$ cat config.mk
export PLATFORM = sky130hd
export DESIGN_NAME = fetcher
export DESIGN_NICKNAME = d
export VERILOG_FILES = /design/src/rtl/gpu_pkg.sv /design/src/rtl/fetch_cache.sv /design/src/rtl/fetcher.sv
export SDC_FILE = /design/constraint.sdc
export NUM_CORES = 1
export LEC_CHECK = 0
export CAP_MARGIN = 40
export CORE_ASPECT_RATIO = 1.75
export CORE_UTILIZATION = 41
export DETAILED_ROUTE_END_ITERATION = 6
export PLACE_DENSITY = 0.86
export SLEW_MARGIN = 20
export SYNTH_ARGS = -nofsm -noshare
export SYNTH_HDL_FRONTEND = slang
export SYNTH_SLANG_ARGS = --single-unit
$ cat constraint.sdc
create_clock -name clk -period 2 [get_ports clk]
set_input_delay 0.4 -clock clk [delete_from_list [all_inputs] [get_ports clk]]
set_output_delay 0.4 -clock clk [all_outputs]
set_load 0.005 [all_outputs]
$ cat src/rtl/gpu_pkg.sv
// Shared types and default widths for the GPU compute core.
// Scheduler state encoding, fetcher FSM encoding and default program-memory
// widths live here so every core block agrees on them.
package gpu_pkg;

  // Default program-memory geometry: 8-bit PC, 16-bit instruction word.
  localparam int PROGRAM_MEM_ADDR_BITS_DEFAULT = 8;
  localparam int PROGRAM_MEM_DATA_BITS_DEFAULT = 16;

  // Core scheduler state, broadcast to every stage of the core.
  typedef enum logic [2:0] {
    CORE_IDLE    = 3'b000,
    CORE_FETCH   = 3'b001,
    CORE_DECODE  = 3'b010,
    CORE_REQUEST = 3'b011,
    CORE_WAIT    = 3'b100,
    CORE_EXECUTE = 3'b101,
    CORE_UPDATE  = 3'b110,
    CORE_DONE    = 3'b111
  } core_state_t;

  // Fetcher FSM state. Encodings 011..111 are illegal and recover to IDLE.
  typedef enum logic [2:0] {
    FETCHER_IDLE     = 3'b000,
    FETCHER_FETCHING = 3'b001,
    FETCHER_FETCHED  = 3'b010
  } fetcher_state_t;

endpackage

$ cat src/rtl/fetch_cache.sv
// Single-entry instruction cache: one tag, one data word, one valid bit.
// Lookup is combinational against the tag; fill happens on the clock edge
// that completes a memory fetch. There is no invalidate: program memory is
// read-only while a kernel runs, so only reset clears the entry.
module fetch_cache #(
  parameter int ADDR_BITS = 8,
  parameter int DATA_BITS = 16
) (
  input  logic                 clk,
  input  logic                 reset,
  input  logic [ADDR_BITS-1:0] lookup_addr,
  output logic                 hit,
  output logic [DATA_BITS-1:0] hit_data,
  input  logic                 fill_en,
  input  logic [ADDR_BITS-1:0] fill_addr,
  input  logic [DATA_BITS-1:0] fill_data
);

  logic [ADDR_BITS-1:0] tag_q;
  logic [DATA_BITS-1:0] data_q;
  logic                 valid_q;

  // Entry storage: cleared by reset, overwritten by every completed fetch.
  always_ff @(posedge clk) begin
    if (!reset) begin
      tag_q   <= '0;
      data_q  <= '0;
      valid_q <= 1'b0;
    end else if (fill_en) begin
      tag_q   <= fill_addr;
      data_q  <= fill_data;
      valid_q <= 1'b1;
    end
  end

  // Hit when the entry is valid and holds the requested address.
  always_comb begin
    hit      = valid_q && (lookup_addr == tag_q);
    hit_data = data_q;
  end

endmodule

$ cat src/rtl/fetcher.sv
// Instruction fetch stage of the GPU compute core.
// Reads the instruction at current_pc from program memory when the scheduler
// enters FETCH and holds it on `instruction` for the decoder.
// Optional feature macro: FETCHER_CACHE_EN adds a single-entry instruction
// cache (fetch_cache) that turns a repeat fetch of the same PC into a
// 1-cycle hit with no memory request.
//
// Read handshake towards the program-memory controller:
//   mem_read_valid/mem_read_address are registered. Once valid is raised the
//   address is held stable and valid stays high until a cycle in which
//   mem_read_ready=1 is sampled on an enabled edge; mem_read_data is taken in
//   that same cycle and valid drops on that edge. A request is never
//   withdrawn except by reset. ready is ignored whenever no request is open.
module fetcher
  import gpu_pkg::*;
#(
  parameter int PROGRAM_MEM_ADDR_BITS = PROGRAM_MEM_ADDR_BITS_DEFAULT,
  parameter int PROGRAM_MEM_DATA_BITS = PROGRAM_MEM_DATA_BITS_DEFAULT
) (
  input  logic                             clk,
  input  logic                             reset,
  input  logic                             enable,
  input  logic [2:0]                       core_state,
  input  logic [PROGRAM_MEM_ADDR_BITS-1:0] current_pc,
  output logic                             mem_read_valid,
  output logic [PROGRAM_MEM_ADDR_BITS-1:0] mem_read_address,
  input  logic                             mem_read_ready,
  input  logic [PROGRAM_MEM_DATA_BITS-1:0] mem_read_data,
  output logic [2:0]                       fetcher_state,
  output logic [PROGRAM_MEM_DATA_BITS-1:0] instruction
);

  fetcher_state_t                   state_q;
  fetcher_state_t                   state_d;
  logic                             valid_d;
  logic [PROGRAM_MEM_ADDR_BITS-1:0] addr_d;
  logic [PROGRAM_MEM_DATA_BITS-1:0] instr_d;

  logic                             cache_hit;
  logic [PROGRAM_MEM_DATA_BITS-1:0] cache_data;

`ifdef FETCHER_CACHE_EN
  logic fill_en;

  // A fill is the same event as a memory fetch completing on an enabled edge.
  assign fill_en = enable && (state_q == FETCHER_FETCHING) && mem_read_ready;

  fetch_cache #(
    .ADDR_BITS (PROGRAM_MEM_ADDR_BITS),
    .DATA_BITS (PROGRAM_MEM_DATA_BITS)
  ) u_fetch_cache (
    .clk         (clk),
    .reset       (reset),
    .lookup_addr (current_pc),
    .hit         (cache_hit),
    .hit_data    (cache_data),
    .fill_en     (fill_en),
    .fill_addr   (mem_read_address),
    .fill_data   (mem_read_data)
  );
`else
  // Without the cache every FETCH misses and goes to memory.
  assign cache_hit  = 1'b0;
  assign cache_data = '0;
`endif

  // Next-state and next-output logic; everything holds unless a rule fires.
  always_comb begin
    state_d = state_q;
    valid_d = mem_read_valid;
    addr_d  = mem_read_address;
    instr_d = instruction;
    case (state_q)
      FETCHER_IDLE: begin
        if (core_state == CORE_FETCH) begin
          if (cache_hit) begin
            instr_d = cache_data;
            state_d = FETCHER_FETCHED;
          end else begin
            // Address is latched here so later PC changes cannot disturb it.
            valid_d = 1'b1;
            addr_d  = current_pc;
            state_d = FETCHER_FETCHING;
          end
        end
      end
      FETCHER_FETCHING: begin
        // Completes regardless of where the scheduler has moved on to.
        if (mem_read_ready) begin
          instr_d = mem_read_data;
          valid_d = 1'b0;
          state_d = FETCHER_FETCHED;
        end
      end
      FETCHER_FETCHED: begin
        if (core_state == CORE_DECODE) begin
          state_d = FETCHER_IDLE;
        end
      end
      default: begin
        // Illegal encoding: recover to IDLE with no request open.
        valid_d = 1'b0;
        state_d = FETCHER_IDLE;
      end
    endcase
  end

  // State and output registers; reset wins over enable, enable=0 freezes all.
  always_ff @(posedge clk) begin
    if (!reset) begin
      state_q          <= FETCHER_IDLE;
      mem_read_valid   <= 1'b0;
      mem_read_address <= '0;
      instruction      <= '0;
    end else if (enable) begin
      state_q          <= state_d;
      mem_read_valid   <= valid_d;
      mem_read_address <= addr_d;
      instruction      <= instr_d;
    end
  end

  assign fetcher_state = state_q;

endmodule

; Word-level counts from Yosys, hierarchy flattened
; Index checks and enable logic that the tools add are counted.
[totals]
in_bits = 31
reg_bits = 28
[op_classes]
n_eq_ne = 7
n_mux = 7
n_bitwise = 1
reduce_logical = 5
[ops]
columns = cell, n
row1 = 3-bit two-way mux, 3
row2 = 3-bit one-hot mux with 3 select lines, 1
row3 = 4-bit AND reduction, 2
row4 = 3-bit by 1-bit == test with 1-bit output (second input constant), 2
row5 = 3-bit by 2-bit == test with 1-bit output (second input constant), 2
row6 = 2-bit inequality test (second input constant), 3
row7 = 3-bit AND reduction, 2
row8 = 3-bit logical NOT, 1
row9 = 1-bit one-hot mux with 3 select lines, 1
row10 = 1-bit two-way mux, 2
row11 = 1-bit NOT, 1

; Logic depth before layout (Yosys ltp)
[logic_depth]
word_depth = 3
mapped_depth = 5
mapped_depth_nobuf = 3

; Worst setup path before layout
; OpenSTA, ideal clock, no wires.
[synth_path]
kind = register to register
startpoint = reg state_q[1], in the netlist fetcher_state[1]
endpoint = reg mem_read_valid
period_less_slack_ps = 1148
path_stages_with_launch = 4
n_path_buf = 1
t_arrival_ps = 1027
setup_slack_ps = 852
cell_sequence = dfxtp_1 > and4b_1 > buf_6 > o311a_1
[synth_via]
elab_chain_cells = 3
word_cells_on_any_way = 8
[synth_lines]
columns = element, line
row1 = start: declaration, fetcher.sv:33  ; fetcher_state_t state_q;
row2 = start signal: assignment, fetcher.sv:116  ; state_q <= state_d;
row3 = "3-bit by 1-bit == test with 1-bit output, or another cell as far along", fetcher.sv:73  ; case (state_q)
row4 = 2-bit inequality test (no line) / 1-bit NOT (equally long branches), n/a
row5 = 4-bit AND reduction (no line), n/a
row6 = end signal: assignment, fetcher.sv:117  ; mem_read_valid <= valid_d;
row7 = end: declaration, fetcher.sv:25  ; output logic mem_read_valid,
; Parallel ways exist; a longest one is shown, timed or not.
; A chain may end at the register's enable or synchronous reset.

; Worst setup path after layout
[layout_path]
startpoint = reg state_q[0], in the netlist fetcher_state[0]
endpoint = out fetcher_state[0]
[layout_lines]
columns = element, line
row1 = end: declaration, fetcher.sv:29  ; output logic [2:0] fetcher_state,
; No word-level cell between the ends.

==> flow_summary.ini <==
[run_status]
outcome = finished clean

[yosys]
synth_fa_ha_area_share_pct = 0
avgSynthCellArea_um2 = 9.30
syn-num-nets = 153
synth.most_common_cell = nand2_1
yosysTopAreaCellShare_pct = 47.6
synth_seq_cells = 27
async_flop_share_pct = 0
netlist_instances = 122
synth_area_leaders = dfxtp_1 (48%), nand2_1 (16%), a21boi_2 (8.9%)
synth_cell_type_count = 22
synth_mux_area_share_pct = 7.06
synth-simple-area-share_pct = 22.2
synthXorXnorAreaFrac_pct = 0
synth_area_leader_cell = dfxtp_1
synthFlopType = dfxtp_1
synth-compound-area-share_pct = 16.9
synth.cell_area_um2 = 1130
yosys-top-cells-count = nand2_1 (48), dfxtp_1 (27), a21boi_2 (9), mux2i_1 (8), a21boi_0 (7)
synth_edf_count = 0
ys_seq_area_share_pct = 47.6
synth_top_family_by_area = simple AND/OR/NAND/NOR gates
yosys_warnings = 0

[cts]
htreeDepth = 1
cts_hold_buf = 0
cts.sinks = 27
clk-insertion-delay-late_ps = 260
cts_setup_buffers = 0
clkSlewWorstSetupHoldPaths_ps = 90
cts_inserted_buffers = 3
cts_resized = 0
cts_tree = done
cts_root_buf = clkbuf_8
cts_buffer_depth = 2

[route]
routed_wl_um = 2590
drtIter0Drc = 20
avgRoutedWirePerCell_um = 12.7
via_per_inst = 5.01
ant_nets = 0
firstDrtPassIters = 2
vias = 1023
drcViolationCount = 0

[cells_and_area]
final_util_pct = 68.6
diodes = 0
nets = 210
design_area_um2 = 1750
drive_above_1_share_pct = 10.7
fill_cells = 213
syn_to_final_growth_pct = 54.2

[place]
gp_congestion = 0.746
io_buffers = 57
dp_hpwl_um = 2000
place_ws_ps = 211
placed_area_um2 = 1710

[setup_path]
crit_fanout = 7
max_stage_delay_ps = 550
cp_num_buf_inv = 1
crit_slowest_cell = clkdlybuf4s50_1
path_class = flop to output port
worstPathRequired_ps = 1600
path_delay_family = buffers and inverters
endpoint_kind = output port
arrival_ps = 1270
worstPathCellList = clkdlybuf4s50_1
startpoint_type = flop

[power_and_ir_drop]
powerDensity_nw_per_um2 = 551
power_switching_share_pct = 20.5
p_switching_w = 0.000198
intPower_w = 0.000767
p_seq_share_pct = 56.9
power_frac_clock_pct = 31.0
power.leakage_nw = 0.610
ir_drop_uv = 388
combPwrFrac_pct = 12.1

[grt]
grt_usage_pct = 18.1
globalRouteOverflowTotal = 0
grt_pass1_wl_um = 4310
antenna_found_initial = 0
grt_max_degree = 36
first_global_vias = 1010

[sta]
max_freq_mhz = 599
setup_viol = 0
hold_viol_final = 0
min_period_ps = 1670
timing.final.ws_setup_ps = 332
clock_skew_ps = 1.45
finalMaxSlewViolations = 0
fin_crit_sh_pct = 83.4
rsz0062_at_grt = false
tns_ps = 0

[flow_run]
cap_violations = 0

[die]
core_um2 = 2550
die_x_um = 41.8
io_pins = 59
core.rowCount = 24
start_util_pct = 44.5
die_area_um2 = 2990
die_height_um = 71.6

[worst_hold_path]
hp-class = flop to flop
## layout make-up
cell class                 instances  area (µm²)  share of cell area, %
clock buffer                       4        45.0                   2.57
multi-input combinational         86         532                   30.4
sequential                        27         541                   30.9
tap                               26        32.5                   1.86
timing repair buffer              61         601                   34.3
## worst paths after layout
| path | slack, ps | start | end | cells after the start |
|---|---|---|---|---|
| max | 330 | fetcher_state[0] | fetcher_state[0] | 1 |
| min reg2reg | 460 | mem_read_address[3] | mem_read_address[3] | 2 |
| min | 460 | mem_read_address[3] | mem_read_address[3] | 2 |
| max reg2reg | 740 | fetcher_state[1] | mem_read_valid | 4 |
## sequential cells by signal (all words and copies together) (netlist names)
name              flops
instruction          16
mem_read_address      8
fetcher_state         2
mem_read_valid        1
## cell usage in the layout (no fill, tap or decap)
cell,synthesis,routed
a21boi_2,9,9
nand2_1,48,48
and2_1,1,1
o311a_1,1,1
a21boi_0,7,7
nand4b_2,1,1
nand4bb_1,2,2
and3_1,1,1
o211ai_1,1,1
clkdlybuf4s50_1,0,57
and4b_1,1,1
buf_4,2,4
o21ai_0,1,1
conb_1,1,1
mux2i_1,8,8
clkbuf_1,3,1
nand2_2,1,1
o21a_1,2,2
dfxtp_1,27,27
nor3_2,0,1
clkbuf_8,0,3
## stage by stage
step | cells | power, W | hold WS [ps]
global route | 204 | 0.00101 | 489
detailed placement | 200 | 0.000678 | 450
finish | 204 | 0.000965 | 462
global placement | 200 | 0.000675 | 444
CTS | 204 | 0.000973 | 465
floorplan | 122 | 0.000598 | 451
## cell families (layout without fill, tap and decap cells)
| logic type | count (synthesis) | count (layout) |
|---|---|---|
| flip-flops | 27 | 27 |
| multiplexers | 8 | 8 |
| AO/OA/AOI/OAI | 21 | 21 |
| other | 1 | 1 |
| AND/OR/NAND/NOR | 56 | 56 |
| buffers and inverters | 9 | 65 |
## routing by layer
metal,wire [µm],up-vias,global-route usage (%)
met2,1390,38,32.8
met3,130,6,3.78
met5,0,-,0
li1,-,510,-
met4,43,0,7.53
met1,1030,469,20.1
## power by group through the flow
stage          Clock, W  Combinational (W)  Sequential (W)
6_report       0.000299           0.000117        0.000549
5_1_grt        0.000331           0.000125        0.000550
4_1_cts        0.000307           0.000117        0.000549
3_5_place_dp          0           0.000116        0.000562
3_3_place_gp          0           0.000114        0.000561
2_1_floorplan         0          0.0000357        0.000562
Note: power is estimated with default switching activity, not from simulation.
